## src/rtl/l1_cmd_scheduler.sv

```systemverilog
// Buffers trace commands and dispatches one per cycle to the data/instruction cache ports.
// Latency: 1 cycle from accept to registered dispatch; cmd_ready drops only when the FIFO is full.
module l1_cmd_scheduler #(
  parameter int         ADDR_W   = 32,
  parameter int         DEPTH    = 8,
  parameter int         CLR_GAP  = 2,
  parameter logic [3:0] NOP_CODE = 4'hF,
  parameter int         CNT_W    = 16
) (
  input  logic              clk,
  input  logic              rst,
  input  logic              cmd_valid,
  output logic              cmd_ready,
  input  logic [3:0]        cmd_n,
  input  logic [ADDR_W-1:0] cmd_addr,
  output logic [3:0]        dc_n,
  output logic [ADDR_W-1:0] dc_address,
  output logic [3:0]        ic_n,
  output logic [ADDR_W-1:0] ic_address,
  output logic              busy,
  output logic [CNT_W-1:0]  issued_cnt,
  output logic [CNT_W-1:0]  dropped_cnt
);

  localparam int             PTR_W    = $clog2(DEPTH);
  localparam logic [PTR_W:0] FULL_CNT = (PTR_W + 1)'(DEPTH);
  localparam logic [3:0]     GAP_INIT = 4'(CLR_GAP);

  typedef enum logic {IDLE, HOLD} state_t;

  logic [3:0]        fifo_n    [DEPTH];
  logic [ADDR_W-1:0] fifo_addr [DEPTH];
  logic [PTR_W-1:0]  wr_ptr, rd_ptr;
  logic [PTR_W:0]    count;
  state_t            state;
  logic [3:0]        gap;

  logic              push, pop, empty, full;
  logic [3:0]        head_n;
  logic [ADDR_W-1:0] head_addr;

  assign empty     = (count == '0);
  assign full      = (count == FULL_CNT);
  assign cmd_ready = !full;
  assign push      = cmd_valid && !full;
  assign pop       = (state == IDLE) && !empty;
  assign head_n    = fifo_n[rd_ptr];
  assign head_addr = fifo_addr[rd_ptr];
  assign busy      = !empty || (state != IDLE);

  always_ff @(posedge clk) begin
    if (push) begin
      fifo_n[wr_ptr]    <= cmd_n;
      fifo_addr[wr_ptr] <= cmd_addr;
    end
  end

  // Power-of-two depth lets the pointers wrap naturally.
  always_ff @(posedge clk or posedge rst) begin
    if (rst) begin
      wr_ptr <= '0;
      rd_ptr <= '0;
      count  <= '0;
    end else begin
      if (push) wr_ptr <= wr_ptr + 1'b1;
      if (pop)  rd_ptr <= rd_ptr + 1'b1;
      case ({push, pop})
        2'b10:   count <= count + 1'b1;
        2'b01:   count <= count - 1'b1;
        default: count <= count;
      endcase
    end
  end

  always_ff @(posedge clk or posedge rst) begin
    if (rst) begin
      state       <= IDLE;
      gap         <= '0;
      dc_n        <= NOP_CODE;
      ic_n        <= NOP_CODE;
      dc_address  <= '0;
      ic_address  <= '0;
      issued_cnt  <= '0;
      dropped_cnt <= '0;
    end else begin
      dc_n <= NOP_CODE;
      ic_n <= NOP_CODE;
      case (state)
        IDLE: begin
          if (pop) begin
            case (head_n)
              4'd0, 4'd1, 4'd3, 4'd4: begin
                dc_n       <= head_n;
                dc_address <= head_addr;
                if (issued_cnt != '1) issued_cnt <= issued_cnt + 1'b1;
              end
              4'd2: begin
                ic_n       <= head_n;
                ic_address <= head_addr;
                if (issued_cnt != '1) issued_cnt <= issued_cnt + 1'b1;
              end
              4'd8, 4'd9: begin
                dc_n       <= head_n;
                dc_address <= head_addr;
                ic_n       <= head_n;
                ic_address <= head_addr;
                state      <= HOLD;
                gap        <= GAP_INIT;
                if (issued_cnt != '1) issued_cnt <= issued_cnt + 1'b1;
              end
              default: begin
                if (dropped_cnt != '1) dropped_cnt <= dropped_cnt + 1'b1;
              end
            endcase
          end
        end
        HOLD: begin
          // The cycle that sees gap==1 is the last forced NOP.
          if (gap == 4'd1) state <= IDLE;
          gap <= gap - 1'b1;
        end
      endcase
    end
  end

endmodule

```

## config.mk

```make
export PLATFORM = sky130hd
export DESIGN_NAME = l1_cmd_scheduler
export DESIGN_NICKNAME = d
export VERILOG_FILES = /design/src/rtl/l1_cmd_scheduler.sv
export SDC_FILE = /design/constraint.sdc
export NUM_CORES = 1
export LEC_CHECK = 0
export BUFFER_PORTS_ARGS = -buffer_cell sky130_fd_sc_hd__buf_2
export CAP_MARGIN = 30
export CORE_MARGIN = 2
export CORE_UTILIZATION = 50
export CTS_CLUSTER_SIZE = 12
export DETAILED_ROUTE_END_ITERATION = 7
export PLACE_DENSITY = 0.73
export SYNTH_ARGS = -nofsm -noshare
export SYNTH_HDL_FRONTEND = slang
export SYNTH_SLANG_ARGS = --single-unit
```

## constraint.sdc

```tcl
create_clock -name clk -period 4.2 [get_ports clk]
set_input_delay 0.42 -clock clk [delete_from_list [all_inputs] [get_ports clk]]
set_output_delay 0.42 -clock clk [all_outputs]
set_load 0.02 [all_outputs]
```

==> results list <==
* Final worst path period need: ~3.6 ns
- Hold slack final: ~0.0027 ns
* Max-cap viol count: 0
- After synthesis, the largest family of logic cells by area is multiplexers.
- Once detail routing completed, the nets flagged for antenna violations numbered 0.
* Layout cells sized above 1: 33.1%
- Total leakage power: roughly 6.7 nW
* # placed instances: between 1,000 and 1,500
- For this run, the number of Yosys warnings is 0.
* Placer's final routability congestion estimate: 0.764
- Post-synthesis xor/xnor area fraction: 2.15%
- CTS H-Tree Depth: 2
- Netlist cell types: 49
* Net count, final: 1,091
- DRC violation count after routing: 0
- Final-layout fill cell count: 2,329
- In this run the vertical extent of the chip is 182 um.
- Die ar.: approximately 33,000 um2
* Hpwl dp: 19,000 um
* Signal arrival time at the worst endpoint: 3.95 ns
- Of all nets on the critical path, the largest fanout is 33.
- Summing the areas of all compound-gate instances in the mapped netlist gives 4.56% of the synthesized area.
- Gates resized during post-CTS repair numbered 0.
- For this run the aggregate overflow at the end of global routing stands at 0.
- Summed over all failing endpoints, the final setup total negative slack is 0 ns.
- 145 I/O pins were placed.
- Global-route usage over all layers: 19.3%
* Worst-Margin Slew: 0.984 ns
- TritonCTS built the clock tree.
* Clock transition at path regs: 0.06 ns
- Simple-gate share of the synthesized area: under 10%
* Number of global-route vias before repair: 8,448
- Final worst clock skew: 0.0115 ns
- Register area share after synthesis: about three quarters
- Of the available clock period, the critical path in the final layout requires around 85%.
- Worst R2R Start: rd_ptr[0]
* Status: finished clean
* Maximum number of pins on one net before global-route repair: 66
- Worst vdd rail ir drop: 0.352 mV
* Count of final max-slew check failures: 0
- Leading post-synthesis cells by cell area: edfxtp_1, dfrtp_1, mux4_2
- Source of the critical timing path: rd_ptr[0]
- Clock latency of the later-clocked register in the worst-skew pair: 0.53 ns
- Setup repair after global routing left no endpoint under its margin.
* Count of state elements after synthesis: ~410
* Cell type contributing the most total cell area after synthesis: edfxtp_1
- Of the total synthesized cell area, the portion taken by full adders, half adders and majority gates is 0.836%.
- From synthesis to final layout, the design area changed by 15.8%.
* Deepest clock path buffer count: 3
* Post-Synthesis Cell Area: 15,900 um2
- The initial antenna violation count was 5.
* Finish-stage setup viols: 0
* Portion of netlist area occupied by mux cells: 13.1%
- The first routing iteration left 434 violations.
- Count of flip-flops with a built-in enable after synthesis: 288
* Core footprint: 31,400 um2
* Cell Count, Final, Fillers Out: 1,479
- In the routed layout, each cell is associated on average with a via count of 5.54.
- Hold violation count in the final report: 0
- Port buffering added between 100 and 150 buffers.
- Critical path data required time: 4.59 ns
- Overall via count from detail_route: between 8,000 and 9,000
* Number of hold buffers added after CTS: 0
* Total length of routed wires: ~31,000 um
* Critical path endpoint category: register
- Num CTS Buffers: 42
- The synthesized design devotes to its leading area cell type 54.5% of total area.
- The floorplan has 65 rows.
* # clock sinks: 407
- In this run the clock root is driven by a clkbuf_16.
- Min-Delay Path Class: input port to asynchronous set/reset pin
* Wire length of the first global-routing pass: 48,900 um
- The worst setup path is launched from a register.
* Max Freq: 281 MHz
- Worst max-slew margin expressed relative to the limit: 34.2%
* Die span in x: around 180 um
- Initial Utilization: 50.5%
- Average cell area after synthesis: 18.1 um2
* Asr flop ratio synth: 29.2%
* Type of the setup path with the least slack: register to register
* Post-detailed-route wirelength per cell: 21.2 um
* Number of optimization iterations in the first detailed-route pass: 5
* PwrDens: 761 nW/um2
- When the netlist entered floorplanning its net count stood at approximately 920.
- Synthesized instance count: around 900
- Among all flip-flop cells after synthesis, the most frequent one is edfxtp_1.
- Number of setup buffers added after CTS: 0
## layout by cell type, fill, tap and decap left out, drive strengths merged, types with 18 or more instances in the layout
| master | n |
|---|---|
| dfrtp | 111 |
| edfxtp | 288 |
| mux2i | 36 |
| mux4 | 72 |
| nand2 | 21 |
| xnor2 | 20 |
| clkbuf | 65 |
| buf | 162 |
| nand3 | 18 |
| xor2 | 19 |
| a21oi | 103 |
| nor2 | 54 |
## kinds of logic after synthesis
logic type,Yosys count
xor+xnor,39
compound gates,115
fa+ha+maj,10
simple gates,137
mux,116
buf+inv,51
flops,407
## metrics by stage
stage | total power (W) | setup slack, ns | util, % | area, um2
final | 0.0140 | 0.643 | 58.5 | 18400
after global routing | 0.0148 | 0.433 | 58.5 | 18400
after CTS | 0.0141 | 0.595 | 58.5 | 18400
after detailed placement | 0.0107 | 0.607 | 54.5 | 17100
after global placement | 0.0106 | 0.679 | 54.5 | 17100
after floorplan | 0.00929 | 0.286 | - | 15900
## area by class of cell
type	count	area [um2]	share of cell area, %
clock buffers	65	1180	6.42
diodes	3	7.51	0.0409
inverters	12	47.5	0.259
repair buffers	162	881	4.80
flip-flops and latches	407	11600	63.4
clock inverters	11	73.8	0.402
multi-input cells	417	4030	21.9
well taps	402	503	2.74
## critical path: stages, from the launching register on
cell	delay (ns)
dfrtp_4	0.63
mux4_2	0.57
mux2i_2	0.34
a21oi_2	0.13
o21ai_4	0.78
and2_2	0.60
buf_12	0.27
a21oi_2	0.08
## worst paths after layout
path,depth (start not counted),slack (ns),to
setup / recovery,7,0.64,dc_address[13]
hold / removal,2,0.003,ic_address[15]
setup reg to reg,7,0.64,dc_address[13]
hold reg to reg,1,0.49,dropped_cnt[13]
max in group asynchronous,3,3.20,dc_n[1]
min in group clk,1,0.16,fifo_addr[5][23]
## state kept, by name, indices dropped and copies added (netlist names)
register,cells
count,4
dc_address,32
dc_n,4
dropped_cnt,16
fifo_addr,256
fifo_n,32
gap,4
ic_address,32
ic_n,4
issued_cnt,16
rd_ptr,3
state,1
wr_ptr,3
## cell usage after synthesis, drive strengths merged, types with 2 or more instances
| cell | instances |
|---|---|
| inv | 11 |
| o211ai | 2 |
| nor2 | 54 |
| and2 | 2 |
| ha | 9 |
| dfstp | 8 |
| mux2 | 8 |
| nand3 | 18 |
| a21o | 2 |
| nand2 | 21 |
| nor3 | 14 |
| edfxtp | 288 |
| xor2 | 19 |
| mux2i | 36 |
| xnor2 | 20 |
| clkbuf | 17 |
| buf | 22 |
| dfrtp | 111 |
| nor4 | 7 |
| and3 | 2 |
| and4 | 2 |
| mux4 | 72 |
| nand2b | 4 |
| o21ai | 4 |
| nand4 | 8 |
| a21oi | 103 |
## routing by layer
| metal | routed length (um) | vias up | part of all wire [%] | track usage, % |
|---|---|---|---|---|
| li1 | - | 3736 | - | - |
| met1 | 13300 | 4185 | 42 | 26.3 |
| met2 | 15600 | 213 | 50 | 32.2 |
| met3 | 1740 | 53 | 5.5 | 3.49 |
| met4 | 709 | 4 | 2.3 | 5.68 |
| met5 | 28 | - | 0.089 | 0 |
## power breakdown
group          switching [W]  internal, W  leakage (nW)
clock network        0.00141      0.00198         0.603
logic                0.00293      0.00186          2.06
registers           0.000537      0.00526          4.01
No activity file was read; power rests on OpenSTA's default activity.
